**config.mk**
```make
export PLATFORM = sky130hd
export DESIGN_NAME = pwm_audio_rx
export DESIGN_NICKNAME = d
export VERILOG_FILES = /design/src/rtl/pwm_audio_rx.sv
export SDC_FILE = /design/constraint.sdc
export NUM_CORES = 1
export LEC_CHECK = 0
export CORE_MARGIN = 1
export CORE_UTILIZATION = 45
export DETAILED_ROUTE_END_ITERATION = 6
export GPL_ROUTABILITY_DRIVEN = 0
export PLACE_DENSITY = 0.68
export SLEW_MARGIN = 20
export SYNTH_ARGS = -nofsm -noshare
export SYNTH_HDL_FRONTEND = slang
export SYNTH_SLANG_ARGS = --single-unit
```
**constraint.sdc**
```tcl
create_clock -name clk_in -period 5.45 [get_ports clk_in]
set_clock_uncertainty 0.1 [all_clocks]
set_input_delay 0.545 -clock clk_in [delete_from_list [all_inputs] [get_ports clk_in]]
set_output_delay 0.545 -clock clk_in [all_outputs]
set_load 0.02 [all_outputs]
```
**src/rtl/pwm_audio_rx.sv**
```systemverilog
// Pulse-width audio link receiver: measures burst/silence durations on the
// synchronized line and rebuilds each WIDTH-bit sample, MSB first.
`timescale 1ns/1ps
module pwm_audio_rx #(
  parameter int SBD    = 800,
  parameter int SSD    = 800,
  parameter int BBD    = 400,
  parameter int BSD0   = 200,
  parameter int BSD1   = 400,
  parameter int WIDTH  = 8,
  parameter int MARGIN = 50
) (
  input  logic             clk_in,
  input  logic             rst_n_in,
  input  logic             signal_in,
  output logic [WIDTH-1:0] audio_out,
  output logic             valid_out,
  output logic             error_out,
  output logic             busy_out
);

  localparam int MAX_A   = (SBD > SSD) ? SBD : SSD;
  localparam int MAX_B   = (BBD > BSD1) ? BBD : BSD1;
  localparam int MAX_LEN = ((MAX_A > MAX_B) ? MAX_A : MAX_B) + MARGIN;
  localparam int IW      = $clog2(WIDTH + 1);

  typedef enum logic [2:0] {IDLE, SYNC_H, SYNC_L, BIT_H, BIT_L} state_t;

  state_t           state_reg, state_next;
  logic             sync1_reg, sync2_reg, level_reg;
  logic [15:0]      cnt_reg;
  logic [IW-1:0]    idx_reg, idx_next;
  logic [WIDTH-1:0] shift_reg, shift_next;
  logic [WIDTH-1:0] audio_next;
  logic             valid_next, error_next;
  logic             rise, fall, timeout;
  logic [16:0]      dur;

  function automatic logic match(input logic [16:0] d, input int n);
    int diff;
    diff = 32'(d) - n;
    return (diff <= MARGIN) && (diff >= -MARGIN);
  endfunction

  always_ff @(posedge clk_in or negedge rst_n_in) begin
    if (!rst_n_in) begin
      sync1_reg <= 1'b0;
      sync2_reg <= 1'b0;
      level_reg <= 1'b0;
    end else begin
      sync1_reg <= signal_in;
      sync2_reg <= sync1_reg;
      level_reg <= sync2_reg;
    end
  end

  assign rise = sync2_reg & ~level_reg;
  assign fall = ~sync2_reg & level_reg;

  // Counter restarts at zero on each edge, so the held duration is cnt+1.
  always_ff @(posedge clk_in or negedge rst_n_in) begin
    if (!rst_n_in) begin
      cnt_reg <= '0;
    end else if (rise || fall) begin
      cnt_reg <= '0;
    end else if (cnt_reg != 16'hFFFF) begin
      cnt_reg <= cnt_reg + 16'd1;
    end
  end

  assign dur     = {1'b0, cnt_reg} + 17'd1;
  assign timeout = (cnt_reg >= 16'(MAX_LEN)) && !rise && !fall;

  always_comb begin
    state_next = state_reg;
    idx_next   = idx_reg;
    shift_next = shift_reg;
    audio_next = audio_out;
    valid_next = 1'b0;
    error_next = 1'b0;
    case (state_reg)
      IDLE: begin
        if (rise) state_next = SYNC_H;
      end
      SYNC_H: begin
        if (fall) begin
          if (match(dur, SBD)) begin
            state_next = SYNC_L;
          end else begin
            error_next = 1'b1;
            state_next = IDLE;
          end
        end
      end
      SYNC_L: begin
        if (rise) begin
          if (match(dur, SSD)) begin
            state_next = BIT_H;
            idx_next   = IW'(WIDTH);
            shift_next = '0;
          end else begin
            error_next = 1'b1;
            state_next = SYNC_H;
          end
        end
      end
      BIT_H: begin
        if (fall) begin
          if (!match(dur, BBD)) begin
            error_next = 1'b1;
            state_next = IDLE;
          end else if (idx_reg != '0) begin
            state_next = BIT_L;
          end else begin
            audio_next = shift_reg;
            valid_next = 1'b1;
            state_next = IDLE;
          end
        end
      end
      BIT_L: begin
        // A failed window on a rising edge re-arms on that same edge.
        if (rise) begin
          if (match(dur, BSD0) || match(dur, BSD1)) begin
            shift_next = (shift_reg << 1) | WIDTH'(match(dur, BSD1));
            idx_next   = idx_reg - IW'(1);
            state_next = BIT_H;
          end else begin
            error_next = 1'b1;
            state_next = SYNC_H;
          end
        end
      end
      default: state_next = IDLE;
    endcase
    if (state_reg != IDLE && timeout) begin
      error_next = 1'b1;
      valid_next = 1'b0;
      state_next = IDLE;
    end
  end

  always_ff @(posedge clk_in or negedge rst_n_in) begin
    if (!rst_n_in) begin
      state_reg <= IDLE;
      idx_reg   <= '0;
      shift_reg <= '0;
      audio_out <= '0;
      valid_out <= 1'b0;
      error_out <= 1'b0;
      busy_out  <= 1'b0;
    end else begin
      state_reg <= state_next;
      idx_reg   <= idx_next;
      shift_reg <= shift_next;
      audio_out <= audio_next;
      valid_out <= valid_next;
      error_out <= error_next;
      busy_out  <= (state_next != IDLE);
    end
  end

endmodule

```
==> flow_summary.yaml, run 1 <==
status:
  status: "finished clean"
drt:
  firstDrtPassIters: 5
  remaining_drc_errors: 0
  ant_nets: 0
  wl_per_cell_um: 17.1
  postRouteWirelength_um: 9340
  via_count: 3397
  drt_iter0_markers: 270
  via_per_inst: 6.21
floorplanning:
  ios: 14
  die_w_um: 91.9
  die-area_mm2: 0.00844
  num_rows: 32
  coreArea_mm2: 0.00777
  die_h_um: 91.9
  initial_core_util: 0.468
pwr:
  power.internal_uw: 504
  p_switching_uw: 193
  p_total_uw: 697
  clock_power_share: 0.379
  sw_frac_of_total: 0.277
  p_leak_uw: 0.00163
  seqPwrFrac: 0.516
  power_frac_comb: 0.105
  vdd_ir_drop_max_mv: 0.108
  power_density_mw_per_mm2: 180
synthesis:
  synth.distinct_cells: 70
  ys.flop_type: "dfrtp_1"
  ys_ff_latch: 45
  synth_top_area_frac: 0.310
  seq_area_frac_synth: 0.310
  syn_nets: 471
  yosysWarnings: 0
  synthesis.area_mm2: 0.00363
  avgSynthCellArea_um2: 8.00
  synthArstFlopShare: 1.00
  synth.largest_area_cell: "dfrtp_1"
  netlist_instances: 454
  synth_area_leaders: "dfrtp_1 31%, nand2_1 6.1%, a21oi_1 5.2%"
  synth_edf_count: 0
layout:
  seq_area_mm2: 0.00113
  fin_cells: 547
  drive_above_1_share: 0.0809
  layout_commonest_cell: "nand2_1"
  largest_reg_flops: 16
  multi_input_comb_area_mm2: 0.00228
  antenna_cells: 0
  nets: 461
  fillers: 753
  mostFrequentLayoutCells: "59 x nand2_1, 45 x dfrtp_1, 38 x a21oi_1"
  area_growth_pct: 6.71
placement:
  numPortBuffers: 13
  hpwl_um: 6680
  placed_cells: 539
  post-place-ws_ns: 0.898
global_routing:
  grt_pass1_wl_um: 15500
  grtUsageTotal: 0.228
  grt_max_degree: 46
  grt_pass1_vias: 3096
  antenna_found_initial: 0
  gr-total-overflow: 0
sta:
  setup_tns_ns: 0
  clock.fmax_mhz: 217
  setup_slack_ns: 0.849
  final-max-slew-violation-count: 0
  hold_viol: 0
  post-route-period-util: 0.844
  rsz0062_at_grt: "false"
  slew-limit-headroom: 0.414
  finalSetupViolCount: 0
  worst_pin_slew_ns: 0.878
  fin_crit_ns: 4.60
cts:
  clk_latency_ns: 0.31
  cts_hold_buf: 0
  cts_htree_levels: 2
  cts.path.max_buffers: 2
  clkTransAtPathRegs_ns: 0.10
  cts_tree: "built"
  cts_setup_buffers: 0
  clock_sinks: 45
  cts_resized: 0
  cts_made_buffers: 5
  clockRootBuffer: "clkbuf_8"
worst_setup_path:
  crit_chain: "ha_1, and3_1, xnor2_1, ha_1, or3_1, a211oi_1, o41ai_1, nand3_1, or4_1, or4_1, o221a_2, mux2_2"
  critical_path.max_stage_delay_ns: 0.59
  crit_path_end_kind: "flop"
  crit_path_top_delay_cell: "dfrtp_1"
  arrival_ns: 4.69
  start_kind: "flop"
  path_delay_family: "simple AND/OR/NAND/NOR gates"
  path_max_fanout: 17
  critPathRequiredTime_ns: 5.54
  path_class: "flop to flop"
  cp_num_buf_inv: 0
min_path:
  min_path_type: "primary input to asynchronous set/reset pin"
job:
  maxCapViolations: 0
==> cell type report <==
class | count | share of cell area
sequential | 45 | 0.290
timing repair buffer | 16 | 0.0387
clock buffer | 6 | 0.0187
inverter | 22 | 0.0213
tap | 102 | 0.0329
multi-input combinational | 354 | 0.588
clock inverter | 2 | 0.0100
==> cells by family after synthesis <==
family / count (synthesis) / synth area share
flops: 45 / 0.310
simple gates: 189 / 0.268
fa+ha+maj: 14 / 0.0482
mux: 14 / 0.0424
xor+xnor: 19 / 0.0458
buf+inv: 55 / 0.0627
compound gates: 118 / 0.223
==> metrics by stage <==
step                 util  cell area, µm²  hold slack, ns
floorplan               -            3630           0.149
global placement    0.485            3760           0.239
detailed placement  0.485            3760           0.240
CTS                 0.499            3870           0.261
global route        0.499            3880           0.177
finish              0.499            3880           0.108
==> power by group through the flow <==
stage                     Combinational (µW)  Clock (µW)  Sequential [µW]
after floorplan                         58.5           0              355
after global placement                  72.2           0              366
after detailed placement                72.7           0              366
after CTS                               73.0         270              360
after global routing                    81.8         282              363
final                                   73.1         264              360
==> Yosys cell counts, types with 3 or more instances <==
library cell and n:
nor2_1 33, o21a_1 3, buf_2 11, o21ai_0 11, o31ai_1 4, dfrtp_1 45
xor2_1 5, ha_1 14, and2_1 4, o31a_1 3, nand4_1 3, nand3b_1 3
o22ai_1 4, or4_1 6, or3_1 8, nand2_1 59, o2111ai_1 4, clkbuf_1 19
nor4_1 7, mux2_2 11, a31oi_1 6, o211ai_1 6, nand3_1 17, and3_1 5
inv_1 22, a21oi_1 38, nand2b_1 7, or2_2 3, nor3b_1 3, mux2i_1 3
xnor2_1 14, a211oi_1 7, nor3_1 17
==> routing by layer <==
layer	up-vias	global-route usage	routed length, µm
met4	0	0.0951	314
met5	-	0	0
li1	1625	-	-
met1	1612	0.332	4410
met2	132	0.341	4110
met3	28	0.0274	499
==> path summary, 6_finish.rpt <==
path	start	to	slack, ns	depth (start not counted)
max	cnt_reg[0]	idx_reg[0]	0.85	12
min	rst_n_in	cnt_reg[12]	0.11	1
max reg2reg	cnt_reg[0]	idx_reg[0]	0.85	12
min reg2reg	sync1_reg	sync2_reg	0.26	0
max in group asynchronous	rst_n_in	cnt_reg[5]	4.71	1
min in group clk_in	sync1_reg	sync2_reg	0.26	0
No activity file was read; power rests on OpenSTA's default activity.
==> run 2: changes to the inputs <==
--- a/config.mk
+++ b/config.mk
@@ -9,7 +9,7 @@
 export CORE_UTILIZATION = 45
 export DETAILED_ROUTE_END_ITERATION = 6
 export GPL_ROUTABILITY_DRIVEN = 0
-export PLACE_DENSITY = 0.68
+export PLACE_DENSITY = 0.7
 export SLEW_MARGIN = 20
 export SYNTH_ARGS = -nofsm -noshare
 export SYNTH_HDL_FRONTEND = slang
==> constraint.sdc (replaced) <==
create_clock -name clk_in -period 3.9 [get_ports clk_in]
set_clock_uncertainty 0.1 [all_clocks]
set_input_delay 0.39 -clock clk_in [delete_from_list [all_inputs] [get_ports clk_in]]
set_output_delay 0.39 -clock clk_in [all_outputs]
set_load 0.02 [all_outputs]
==> flow_summary.yaml, run 2 (synthesis gave the netlist of run 1 again) <==
layout:
  nets: 491
  layout_commonest_cell: "nand2_1"
  drive_above_1_share: 0.173
  largest_reg_flops: 16
  mostFrequentLayoutCells: "59 x nand2_1, 45 x dfrtp_1, 38 x a21oi_1"
  post-route-util: 0.549
  area_growth_pct: 17.4
  antenna_cells: 0
worst_setup_path:
  crit_chain: "ha_2, and3_4, xnor2_4, ha_4, or3_1, a211oi_2, or4b_4, nand3_2, or4_4, or4_4, o221a_4, buf_4, nand2_1, nand2_1"
  startpoint: "cnt_reg[0]"
  crit_cells: 14
  path_delay_family: "simple AND/OR/NAND/NOR gates"
  cp_num_buf_inv: 1
  critical_path.max_stage_delay_ns: 0.50
  critPathRequiredTime_ns: 3.99
  reg2reg_from: "cnt_reg[0]"
  crit_path_top_delay_cell: "or4_4"
  critPathCapture: "shift_reg[6]"
  crit_path_end_kind: "flop"
  start_kind: "flop"
  reg2reg_slack_ns: 0.14
  r2r_end: "shift_reg[6]"
  path_class: "flop to flop"
  ff2ff_path_depth: 14
  arrival_ns: 3.86
  path_max_fanout: 8
pwr:
  p_switching_uw: 274
  vdd_ir_drop_max_mv: 0.138
  p_total_uw: 1060
  clock_power_share: 0.404
  p_leak_uw: 0.00181
  power_density_mw_per_mm2: 249
  power_frac_comb: 0.138
  seqPwrFrac: 0.458
  power.internal_uw: 788
  sw_frac_of_total: 0.258
floorplanning:
  coreArea_mm2: 0.00777
  die-area_mm2: 0.00844
  die_h_um: 91.9
  num_rows: 32
  initial_core_util: 0.468
  die_w_um: 91.9
  ios: 14
drt:
  drt_iter0_markers: 277
  remaining_drc_errors: 0
  wl_per_cell_um: 16.8
  postRouteWirelength_um: 9720
  firstDrtPassIters: 5
  via_count: 3534
  via_per_inst: 6.12
  ant_nets: 0
sta:
  clock.fmax_mhz: 266
  setup_tns_ns: 0
  slew-limit-headroom: 0.570
  worst_pin_slew_ns: 0.643
  finalSetupViolCount: 0
  fin_crit_ns: 3.76
  final-max-slew-violation-count: 0
  whs_ns: -0.0352
  hold_viol: 45
  post-route-period-util: 0.964
  rsz0062_at_grt: "false"
placement:
  numPortBuffers: 13
  hpwl_um: 7060
cts:
  clockRootBuffer: "clkbuf_8"
  cts.path.max_buffers: 2
  clock_sinks: 45
  clk_latency_ns: 0.30
  cts_tree: "built"
  clkTransAtPathRegs_ns: 0.09
  cts_htree_levels: 2
  cts_made_buffers: 5
min_path:
  min_path_type: "primary input to asynchronous set/reset pin"
status:
  violations: "negative hold slack"
  status: "finished, violations left"
global_routing:
  grt_pass1_vias: 3314
  use_met2: 0.365
  grt_pass1_wl_um: 16200
  grtUsageTotal: 0.239
  grt-busiest-layer: "met2"
  use_met1: 0.334
  antenna_found_initial: 0
  grt_max_degree: 46
  global_route.usage.met3: 0.0448
  gr-total-overflow: 0
job:
  maxCapViolations: 0
==> run 2: power groups by stage <==
stage,sequential (µW),combinational (µW),clock (µW)
final,486,146,429
after global routing,488,160,459
after CTS,486,142,440
after detailed placement,496,140,0
after global placement,495,137,0
after floorplan,497,86.7,0
==> run 2: what timing repair did <==
action | CTS | global route
hold buffers | 0 | 0
buffers inserted | 0 | 1
setup endpoints to repair | 0 | 14
resized for setup | 0 | 9
==> run 2: routing by layer <==
metal / vias up / wire length, µm
met5: - / 0
met4: 0 / 271
met3: 29 / 625
met2: 158 / 4480
met1: 1662 / 4340
li1: 1685 / -
==> run 2: worst min-delay path by stage <==
stage,slack (ns),to,cells past startpoint
3_5_place_dp,0.24,sync2_reg,0
2_1_floorplan,-0.006,audio_out[0],0
5_1_grt,0.02,error_out,1
6_report,-0.04,cnt_reg[13],1
4_1_cts,0.20,cnt_reg[10],1
3_3_place_gp,0.24,sync2_reg,0
==> run 2: area by class of cell <==
cell class	instances	area, µm²
tap	102	128
timing repair buffer	46	392
clock buffer	5	68.8
clock inverter	3	68.8
multi-input combinational	354	2400
sequential	45	1130
inverter	22	82.6
fill	726	3500
==> run 2: metrics by stage <==
| step | setup slack, ns | area [µm²] | hold WS (ns) | instances |
|---|---|---|---|---|
| final | 0.140 | 4260 | -0.0352 | 577 |
| after global routing | 0.0123 | 4260 | 0.0154 | 577 |
| after CTS | 0.0907 | 4200 | 0.197 | 576 |
| after detailed placement | 0.107 | 4070 | 0.239 | 568 |
| after global placement | 0.157 | 4070 | 0.240 | 568 |
| after floorplan | -0.101 | 3720 | -0.00559 | 454 |
